**src/rtl/vred_seq_ctrl_if.sv**
```systemverilog
// Bundles the word-in stream, reduction-unit issue/result bus and scalar-out stream.
// slave is the sequencer side; master is the upstream/datapath/consumer side.
interface vred_seq_ctrl_if #(
  parameter int REQ_DATA_WIDTH  = 32,
  parameter int RESP_DATA_WIDTH = 64,
  parameter int OPSEL_WIDTH     = 9,
  parameter int SEW_WIDTH       = 2
);
  logic                        in_valid;
  logic [REQ_DATA_WIDTH-1:0]   in_data;
  logic                        in_last;
  logic [SEW_WIDTH-1:0]        in_sew;
  logic [OPSEL_WIDTH-1:0]      in_opSel;
  logic                        in_ready;
  logic [2*REQ_DATA_WIDTH-1:0] red_vec0;
  logic                        red_en;
  logic [SEW_WIDTH-1:0]        red_sew;
  logic [OPSEL_WIDTH-1:0]      red_opSel;
  logic [RESP_DATA_WIDTH-1:0]  red_result;
  logic                        out_valid;
  logic [REQ_DATA_WIDTH-1:0]   out_data;
  logic                        out_ready;

  modport slave (
    input  in_valid, in_data, in_last, in_sew, in_opSel,
    output in_ready,
    output red_vec0, red_en, red_sew, red_opSel,
    input  red_result,
    output out_valid, out_data,
    input  out_ready
  );

  modport master (
    output in_valid, in_data, in_last, in_sew, in_opSel,
    input  in_ready,
    input  red_vec0, red_en, red_sew, red_opSel,
    output red_result,
    input  out_valid, out_data,
    output out_ready
  );
endinterface

```
**src/rtl/vred_seq_ctrl.sv**
```systemverilog
// Sequences word accumulation and lane folding through an external reduction datapath.
// RED_LATENCY+1 cycles per word/fold; input stalls outside IDLE/ACCUM, result holds until out_ready.
module vred_seq_ctrl #(
  parameter int REQ_DATA_WIDTH  = 32,
  parameter int RESP_DATA_WIDTH = 64,
  parameter int OPSEL_WIDTH     = 9,
  parameter int SEW_WIDTH       = 2,
  parameter int RED_LATENCY     = 2
) (
  input logic              clk,
  input logic              rst,
  vred_seq_ctrl_if.slave   bus
);
  localparam int DW = REQ_DATA_WIDTH;
  localparam int IW = $clog2(DW);
  localparam int WW = IW + 1;
  localparam int CW = (RED_LATENCY < 2) ? 1 : $clog2(RED_LATENCY + 1);

  typedef enum logic [2:0] {S_IDLE, S_ACCUM, S_WAIT, S_FOLD, S_FWAIT, S_DONE} state_e;

  state_e                 state_q, state_d;
  logic [DW-1:0]          acc_q, acc_d;
  logic [2*DW-1:0]        vec_q, vec_d;
  logic                   en_q, en_d;
  logic [SEW_WIDTH-1:0]   sew_q, sew_d;
  logic [OPSEL_WIDTH-1:0] op_q, op_d;
  logic [CW-1:0]          cnt_q, cnt_d;
  logic                   last_q, last_d;
  logic [WW-1:0]          fold_w_q, fold_w_d;
  logic                   ov_q, ov_d;
  logic [DW-1:0]          od_q, od_d;

  logic                   in_ready;
  logic                   accept;
  logic [DW-1:0]          acc_hi, rep, sew_mask;
  logic [IW-1:0]          fold_mask, idx;
  logic [7:0]             sew_bits;
  logic                   unused_res;

  assign in_ready   = !rst && (state_q == S_IDLE || state_q == S_ACCUM);
  assign accept     = bus.in_valid && in_ready;
  assign unused_res = ^bus.red_result;

  // Lanes of width SEW: upper half of the active window is replicated across the operand.
  assign acc_hi    = acc_q >> fold_w_q;
  assign fold_mask = IW'(fold_w_q - WW'(1));
  always_comb begin
    rep = '0;
    idx = '0;
    for (int i = 0; i < DW; i++) begin
      idx    = IW'(i) & fold_mask;
      rep[i] = acc_hi[idx];
    end
  end

  always_comb begin
    sew_bits = 8'd32;
    sew_mask = '1;
    case (sew_q)
      2'd0:    begin sew_bits = 8'd8;  sew_mask = DW'(8'hFF);   end
      2'd1:    begin sew_bits = 8'd16; sew_mask = DW'(16'hFFFF); end
      default: begin sew_bits = 8'd32; sew_mask = '1;            end
    endcase
  end

  always_comb begin
    state_d  = state_q;
    acc_d    = acc_q;
    vec_d    = vec_q;
    en_d     = 1'b0;
    sew_d    = sew_q;
    op_d     = op_q;
    cnt_d    = cnt_q;
    last_d   = last_q;
    fold_w_d = fold_w_q;
    ov_d     = ov_q;
    od_d     = od_q;
    case (state_q)
      S_IDLE: if (accept) begin
        acc_d    = bus.in_data;
        sew_d    = bus.in_sew;
        op_d     = bus.in_opSel;
        fold_w_d = WW'(DW / 2);
        state_d  = bus.in_last ? S_FOLD : S_ACCUM;
      end
      S_ACCUM: if (accept) begin
        vec_d   = {bus.in_data, acc_q};
        en_d    = 1'b1;
        cnt_d   = CW'(RED_LATENCY);
        last_d  = bus.in_last;
        state_d = S_WAIT;
      end
      S_WAIT: begin
        cnt_d = cnt_q - CW'(1);
        if (cnt_q == CW'(1)) begin
          acc_d   = bus.red_result[DW-1:0];
          state_d = last_q ? S_FOLD : S_ACCUM;
        end
      end
      S_FOLD: begin
        if (8'(fold_w_q) < sew_bits) begin
          ov_d    = 1'b1;
          od_d    = acc_q & sew_mask;
          state_d = S_DONE;
        end else begin
          vec_d   = {rep, acc_q};
          en_d    = 1'b1;
          cnt_d   = CW'(RED_LATENCY);
          state_d = S_FWAIT;
        end
      end
      S_FWAIT: begin
        cnt_d = cnt_q - CW'(1);
        if (cnt_q == CW'(1)) begin
          acc_d    = bus.red_result[DW-1:0];
          fold_w_d = fold_w_q >> 1;
          state_d  = S_FOLD;
        end
      end
      S_DONE: if (bus.out_ready) begin
        ov_d    = 1'b0;
        state_d = S_IDLE;
      end
      default: state_d = S_IDLE;
    endcase
  end

  always_ff @(posedge clk) begin
    if (rst) begin
      state_q  <= S_IDLE;
      acc_q    <= '0;
      vec_q    <= '0;
      en_q     <= 1'b0;
      sew_q    <= '0;
      op_q     <= '0;
      cnt_q    <= '0;
      last_q   <= 1'b0;
      fold_w_q <= '0;
      ov_q     <= 1'b0;
      od_q     <= '0;
    end else begin
      state_q  <= state_d;
      acc_q    <= acc_d;
      vec_q    <= vec_d;
      en_q     <= en_d;
      sew_q    <= sew_d;
      op_q     <= op_d;
      cnt_q    <= cnt_d;
      last_q   <= last_d;
      fold_w_q <= fold_w_d;
      ov_q     <= ov_d;
      od_q     <= od_d;
    end
  end

  assign bus.in_ready  = in_ready;
  assign bus.red_vec0  = vec_q;
  assign bus.red_en    = en_q;
  assign bus.red_sew   = sew_q;
  assign bus.red_opSel = op_q;
  assign bus.out_valid = ov_q;
  assign bus.out_data  = od_q;
endmodule

```
**src/flat_wrapper.sv**
```systemverilog
// flat-port wrapper written by rule: the top's interface ports become plain ports
module vred_seq_ctrl_flat 
#(
  parameter int REQ_DATA_WIDTH  = 32,
  parameter int RESP_DATA_WIDTH = 64,
  parameter int OPSEL_WIDTH     = 9,
  parameter int SEW_WIDTH       = 2,
  parameter int RED_LATENCY     = 2
)
  (clk, rst, bus_in_valid, bus_in_data, bus_in_last, bus_in_sew, bus_in_opSel, bus_in_ready, bus_red_vec0, bus_red_en, bus_red_sew, bus_red_opSel, bus_red_result, bus_out_valid, bus_out_data, bus_out_ready);
  vred_seq_ctrl_if #(.REQ_DATA_WIDTH(REQ_DATA_WIDTH), .RESP_DATA_WIDTH(RESP_DATA_WIDTH), .OPSEL_WIDTH(OPSEL_WIDTH), .SEW_WIDTH(SEW_WIDTH)) bus_i ();
  input logic clk;
  input logic rst;
  input wire logic [$bits(bus_i.in_valid)-1:0] bus_in_valid;
  input wire logic [$bits(bus_i.in_data)-1:0] bus_in_data;
  input wire logic [$bits(bus_i.in_last)-1:0] bus_in_last;
  input wire logic [$bits(bus_i.in_sew)-1:0] bus_in_sew;
  input wire logic [$bits(bus_i.in_opSel)-1:0] bus_in_opSel;
  output wire logic [$bits(bus_i.in_ready)-1:0] bus_in_ready;
  output wire logic [$bits(bus_i.red_vec0)-1:0] bus_red_vec0;
  output wire logic [$bits(bus_i.red_en)-1:0] bus_red_en;
  output wire logic [$bits(bus_i.red_sew)-1:0] bus_red_sew;
  output wire logic [$bits(bus_i.red_opSel)-1:0] bus_red_opSel;
  input wire logic [$bits(bus_i.red_result)-1:0] bus_red_result;
  output wire logic [$bits(bus_i.out_valid)-1:0] bus_out_valid;
  output wire logic [$bits(bus_i.out_data)-1:0] bus_out_data;
  input wire logic [$bits(bus_i.out_ready)-1:0] bus_out_ready;
  assign bus_i.in_valid = bus_in_valid;
  assign bus_i.in_data = bus_in_data;
  assign bus_i.in_last = bus_in_last;
  assign bus_i.in_sew = bus_in_sew;
  assign bus_i.in_opSel = bus_in_opSel;
  assign bus_in_ready = bus_i.in_ready;
  assign bus_red_vec0 = bus_i.red_vec0;
  assign bus_red_en = bus_i.red_en;
  assign bus_red_sew = bus_i.red_sew;
  assign bus_red_opSel = bus_i.red_opSel;
  assign bus_i.red_result = bus_red_result;
  assign bus_out_valid = bus_i.out_valid;
  assign bus_out_data = bus_i.out_data;
  assign bus_i.out_ready = bus_out_ready;
  vred_seq_ctrl #(.REQ_DATA_WIDTH(REQ_DATA_WIDTH), .RESP_DATA_WIDTH(RESP_DATA_WIDTH), .OPSEL_WIDTH(OPSEL_WIDTH), .SEW_WIDTH(SEW_WIDTH), .RED_LATENCY(RED_LATENCY)) u_core (.clk(clk), .rst(rst), .bus(bus_i));
endmodule
```
**config.mk**
```make
export PLATFORM = sky130hd
export DESIGN_NAME = vred_seq_ctrl_flat
export DESIGN_NICKNAME = d
export VERILOG_FILES = /design/src/rtl/vred_seq_ctrl_if.sv /design/src/rtl/vred_seq_ctrl.sv /design/src/flat_wrapper.sv
export SDC_FILE = /design/constraint.sdc
export NUM_CORES = 1
export LEC_CHECK = 0
export BUFFER_PORTS_ARGS = -buffer_cell sky130_fd_sc_hd__buf_2
export CAP_MARGIN = 20
export CORE_MARGIN = 2
export CORE_UTILIZATION = 30
export DETAILED_ROUTE_END_ITERATION = 10
export PLACE_DENSITY = 0.58
export SYNTH_ARGS = -nofsm -noshare
export SYNTH_HDL_FRONTEND = slang
export SYNTH_SLANG_ARGS = --single-unit
export TNS_END_PERCENT = 50
```
**constraint.sdc**
```tcl
create_clock -name clk -period 3.75 [get_ports clk]
set_input_delay 1.125 -clock clk [delete_from_list [all_inputs] [get_ports clk]]
set_output_delay 1.125 -clock clk [all_outputs]
set_load 0.02 [all_outputs]
```
==> flow_summary.ini, run 1 <==
[route]
via_count = 9534
wl_per_cell_um = 22.21
ant_nets = 0
dr_wl_met2_um = 17720
drc_errors = 0
drtIter0Drc = 953
drtPass1Iterations = 5
wl_met3_um = 2465
highest_layer = met4
wirelength_um = 37520
wirelength_met1_um = 15660
drt-vias-per-instance = 5.645

[layout]
final_common_cell = buf_2
finalNonFillerCells = 1689
n_antenna_cell = 0
final_cell_mix = 188 x buf_2, 178 x nand2_1, 149 x dfxtp_1
drive_above_1_share_pct = 29.91
nets = 1389
syn_to_final_growth_pct = 21.38

[power_and_ir_drop]
irDropWorstVdd_uv = 426.7
power.density_nw_per_um2 = 540.0
leakage_nw = 4.425

[worst_setup_path]
critPathLaunchType = flop
r2r_setup_slack_ps = 290
cp_slowest_cell = dfxtp_4
startpoint = u_core.fold_w_q[1]$_SDFFE_PP0P_
r2r-start = u_core.fold_w_q[1]$_SDFFE_PP0P_
cp_common_cell = mux4_2
required_ps = 4050
r2r_end = u_core.bus.red_vec0[54]$_SDFFE_PP0P_
rr_worst_depth = 9
worstPathMaxFanout = 32
path_class = reg2reg
worstPathArrival_ps = 3760
cpPeakStageDelay_ps = 670
crit_path_end_kind = flop
crit_chain = buf_4 > mux4_2 > a22oi_1 > o21ai_0 > nand2b_1 > mux4_2 > mux2_2 > a221oi_2 > nor3_1

[sta]
setup_tns_ps = 0
rsz0062_at_grt = false
maxSlewHeadroom_pct = 49.61
fmax_mhz = 289.0
min_period_over_period_pct = 92.26
setup_viol = 0
worstMarginPinSlew_ps = 749.0
hold_viol = 0
skew_ps = 10.88
drv_slew = 0
min_period_ps = 3460

[floorplan]
ios = 222
initial_utilization_pct = 30.30
dieArea_um2 = 33060
core_area_um2 = 31310
fp.dieW_um = 181.8
die_y_um = 181.8
num_rows = 65

[worst_hold_path]
hold_depth = 2
holdPathEnd = u_core.bus.red_vec0[42]$_SDFFE_PP0P_
hp-class = reg2reg
min_from = u_core.bus.red_vec0[42]$_SDFFE_PP0P_

[yosys]
synth_top_area_share_pct = 32.07
syn-instance-count = 1109
ys_types = 85
avgSynthCellArea_um2 = 8.555
syn-num-nets = 1224
yosys_most_used_dff = dfxtp_1
yosys-top-cells-area = dfxtp_1 32%, mux4_2 8.5%, nand2_1 7.0%, mux2i_1 6.0%, a21oi_1 5.5%
yosys.area.top_type = dfxtp_1
synth-seq-area-share_pct = 32.07
yosys_warnings = 0
synth_async_sr_flop_share_pct = 0
synth_edf_count = 0
yosys_register_bits = 152
syn_area_um2 = 9488

[place]
dp.cells = 1656
io_buffers = 189
dp_hpwl_um = 28210
gp_routability_congestion = 0.9573

[cts]
cts-root-buf = clkbuf_16
clock_path_buffers = 2
postCtsSetupRepairBufs = 0
holdBufCountCts = 0
cts.sinks = 152
cts_resized = 0
cts_buffers = 17
cts_tree = built
clk_pin_slew_worst_paths_ps = 70
insertion_delay_ps = 440
htree_levels = 4

[run]
maxCapViolations = 0

[global_routing]
grt_first_pass_wirelength_um = 56320
antenna_found_initial = 0
gr-total-overflow = 0
grt_max_degree = 107
grt_pass1_vias = 8964
track_usage_pct = 22.51

[outcome]
status = finished, final reports clean
==> state kept, by name, summed over array words and instances, names as in the netlist, 2 cells and up <==
signal and cells:
u_core.acc_q 32, u_core.bus.out_data 32, u_core.bus.red_opSel 9, u_core.bus.red_sew 2, u_core.bus.red_vec0 64, u_core.cnt_q 2, u_core.fold_w_q 5, u_core.state_q 3
==> power breakdown <==
group / total, mW / internal (mW) / switching, mW / leakage (nW)
combinational: 2.33 / 0.905 / 1.42 / 2.91
clock: 1.76 / 0.998 / 0.761 / 0.281
sequential: 2.13 / 1.82 / 0.308 / 1.24
total: 6.22 / 3.72 / 2.49 / 4.42
==> metrics by stage <==
stage / instance area (um2) / power [mW] / util, % / hold WS, ps / setup slack [ps]
2_1_floorplan: 9488 / 3.531 / - / 436.7 / 484.9
3_5_place_dp: 10900 / 4.448 / 34.81 / 433.0 / 344.8
4_1_cts: 11490 / 6.209 / 36.69 / 443.5 / 319.5
6_report: 11520 / 6.218 / 36.78 / 439.3 / 290.1
5_1_grt: 11520 / 6.493 / 36.78 / 461.2 / 109.7
3_3_place_gp: 10900 / 4.443 / 34.81 / 430.0 / 370.4
==> worst max-delay path, delay by kind of cell, from the launching register on <==
kind	cells	cell delay, ps
muxes	3	1410
buffers and inverters	1	330
and+or+nand+nor	2	250
DFF	1	670
AOI/OAI and AO/OA	3	650
==> kinds of logic after synthesis <==
| kind of cell | Yosys count | synth area share [%] |
|---|---|---|
| compound gates | 313 | 22.50 |
| xor+xnor | 3 | 0.2770 |
| fa+ha+maj | 3 | 0.3957 |
| buf+inv | 128 | 7.622 |
| flops | 152 | 32.07 |
| mux | 120 | 18.78 |
| simple gates | 390 | 18.36 |
==> Yosys cell counts (4+ instances only) <==
cell type	number
a32oi_1	7
nor4_1	4
a211oi_1	45
buf_1	5
buf_6	4
o211ai_1	7
o2111ai_1	5
mux4_2	36
a221oi_1	4
dfxtp_1	152
o22ai_1	4
o21a_1	5
nand2_1	178
mux2i_1	57
o31ai_1	7
o21ai_0	34
inv_1	8
a21o_1	4
o32ai_1	7
nand4_1	6
mux2_2	19
nor3_1	19
nor3b_1	5
nand2b_1	14
nor2b_1	6
mux4_1	5
a22oi_1	22
a31oi_1	7
clkbuf_8	14
buf_4	6
and2_1	9
o221ai_1	10
buf_2	10
clkbuf_1	76
nand3_1	26
nor2_1	96
a21oi_1	104
and3_1	4
==> layer usage <==
metal,vias up,track usage [%]
met5,-,0
met3,70,4.473
li1,4435,-
met4,0,10.89
met2,415,36.35
met1,4614,28.80
==> how the worst max path moves through the flow <==
stage / end / cells past startpoint
2_1_floorplan: u_core.bus.red_vec0[32]$_SDFFE_PP0P_ / 10
3_3_place_gp: u_core.bus.red_vec0[54]$_SDFFE_PP0P_ / 9
3_5_place_dp: u_core.bus.red_vec0[54]$_SDFFE_PP0P_ / 9
4_1_cts: u_core.bus.red_vec0[54]$_SDFFE_PP0P_ / 9
5_1_grt: u_core.bus.red_vec0[54]$_SDFFE_PP0P_ / 9
6_report: u_core.bus.red_vec0[54]$_SDFFE_PP0P_ / 9
==> area by class of cell <==
type | count | area, um2
clock buffers | 18 | 429.2
clock inverters | 14 | 161.4
fillers | 3204 | 19800
inverters | 10 | 37.54
multi-input cells | 829 | 5754
flip-flops and latches | 152 | 3049
well taps | 402 | 503.0
repair buffers | 264 | 1582
(Power assumes the default switching activity.)
==> inputs of run 2 (changes only) <==
--- a/config.mk
+++ b/config.mk
@@ -7,6 +7,7 @@
 export LEC_CHECK = 0
 export BUFFER_PORTS_ARGS = -buffer_cell sky130_fd_sc_hd__buf_2
 export CAP_MARGIN = 20
+export CORE_ASPECT_RATIO = 1.25
 export CORE_MARGIN = 2
 export CORE_UTILIZATION = 30
 export DETAILED_ROUTE_END_ITERATION = 10
==> run 2 against run 1 <==
Sequential share of layout area up 0.23 points. Highest routed layer is now met5. Worst setup slack worse by 11 ps. Flip-flop and latch count unchanged. First-iteration DRC count down 11%. Clock power about the same. Largest power group is now sequential cells. Core utilization about the same. Largest cell class unchanged.
==> flow_summary.ini, run 2 (synthesis gave the netlist of run 1 again) <==
[power_and_ir_drop]
power_mw = 6.197
leakage_nw = 4.367
irDropWorstVdd_uv = 293.1
power.density_nw_per_um2 = 542.7

[route]
drtPass1Iterations = 6
drtIter0Drc = 850
wirelength_um = 37660
drc_errors = 0
ant_nets = 0
wl_per_cell_um = 22.42
via_count = 9571
drt-vias-per-instance = 5.697

[global_routing]
grt_first_pass_wirelength_um = 55850
grt_max_degree = 153
track_usage_pct = 22.35
grt_pass1_vias = 8900
antenna_found_initial = 1
gr-total-overflow = 0

[place]
place_area_um2 = 10810
gp_routability_congestion = 0.9335
pre_cts_slack_ps = 305.0
io_buffers = 189
dp_hpwl_um = 27950
dp.cells = 1649

[worst_setup_path]
worstPathMaxFanout = 35
cp_slowest_cell = dfxtp_4
cpPeakStageDelay_ps = 720
crit_chain = buf_4 > mux2i_1 > o32ai_1 > o31ai_1 > nor4b_1 > nor4b_1 > buf_4 > a311oi_4 > nor2_1 > o31a_1
required_ps = 4070
worstPathArrival_ps = 3790
critPathLaunchType = flop
crit_path_end_kind = flop
r2r_setup_slack_ps = 280
path_class = reg2reg

[floorplan]
num_rows = 72
fp.dieW_um = 163.1
ios = 222
die_y_um = 202.8
core_area_um2 = 31080
dieArea_um2 = 33070
initial_utilization_pct = 30.53

[sta]
whs_ps = 449.8
setup_viol = 0
drv_slew = 0
worstMarginPinSlew_ps = 864.7
min_period_over_period_pct = 92.54
skew_ps = 9.576
rsz0062_at_grt = false
hold_viol = 0
min_period_ps = 3470
maxSlewHeadroom_pct = 42.14
fmax_mhz = 288.1
setup_slack_ps = 279.6
setup_tns_ps = 0

[cts]
cts-root-buf = clkbuf_16
cts.sinks = 152
clk_pin_slew_worst_paths_ps = 60
postCtsSetupRepairBufs = 0
insertion_delay_ps = 440
cts_buffers = 17
cts_resized = 0
cts_tree = built
holdBufCountCts = 0
htree_levels = 4
clock_path_buffers = 2

[layout]
final_cell_mix = 188 x buf_2, 178 x nand2_1, 149 x dfxtp_1
postLayoutCellArea_um2 = 11420
final_common_cell = buf_2
finalNonFillerCells = 1680
syn_to_final_growth_pct = 20.35
final_util_pct = 36.74
n_antenna_cell = 0
nets = 1376
drive_above_1_share_pct = 29.14
largest_reg_flops = 64

[worst_hold_path]
hp-class = reg2reg

[outcome]
status = finished, final reports clean

[run]
maxCapViolations = 0
-- run 2: cell count changes in the layout (fill, tap and decap cells not counted), sizes merged --
cell,before,now
buf,264,251
inv,16,13
clkbuf,18,20
clkinv,3,5
clkinvlp,3,1
-- run 2: path summary, 6_finish.rpt --
kind                                             start                                   end  depth (start not counted)
setup reg to reg       u_core.fold_w_q[1]$_SDFFE_PP0P_  u_core.bus.red_vec0[55]$_SDFFE_PP0P_                         10
setup / recovery       u_core.fold_w_q[1]$_SDFFE_PP0P_  u_core.bus.red_vec0[55]$_SDFFE_PP0P_                         10
hold / removal    u_core.bus.red_vec0[25]$_SDFFE_PP0P_  u_core.bus.red_vec0[25]$_SDFFE_PP0P_                          2
hold reg to reg   u_core.bus.red_vec0[25]$_SDFFE_PP0P_  u_core.bus.red_vec0[25]$_SDFFE_PP0P_                          2
-- run 2: area by class of cell --
type	instances	area [um2]
fillers	3255	19660
multi-input cells	829	5754
flip-flops and latches	152	3049
repair buffers	251	1464
well taps	407	509.2
clock buffers	20	467.9
clock inverters	11	136.4
inverters	10	37.54
-- run 2: critical path, delay by kind of cell (launching register included) --
kind	cells	cell delay, ps
compound gates	4	1090
flops	1	720
simple gates	3	680
buf+inv	2	580
mux	1	260
-- run 2: power breakdown --
group | leakage (nW) | internal (mW) | switching [mW]
combinational | 2.84 | 0.867 | 1.33
sequential | 1.24 | 1.82 | 0.399
clock | 0.295 | 1.05 | 0.732
total | 4.37 | 3.74 | 2.46
-- run 2: routing by layer --
layer  GRT usage (%)  vias up  routed length, um
li1                -     4403                  -
met1           28.18     4609              15070
met2           37.38      456              18440
met3           3.187      101               2287
met4           10.81        2               1844
met5               0        -                 14
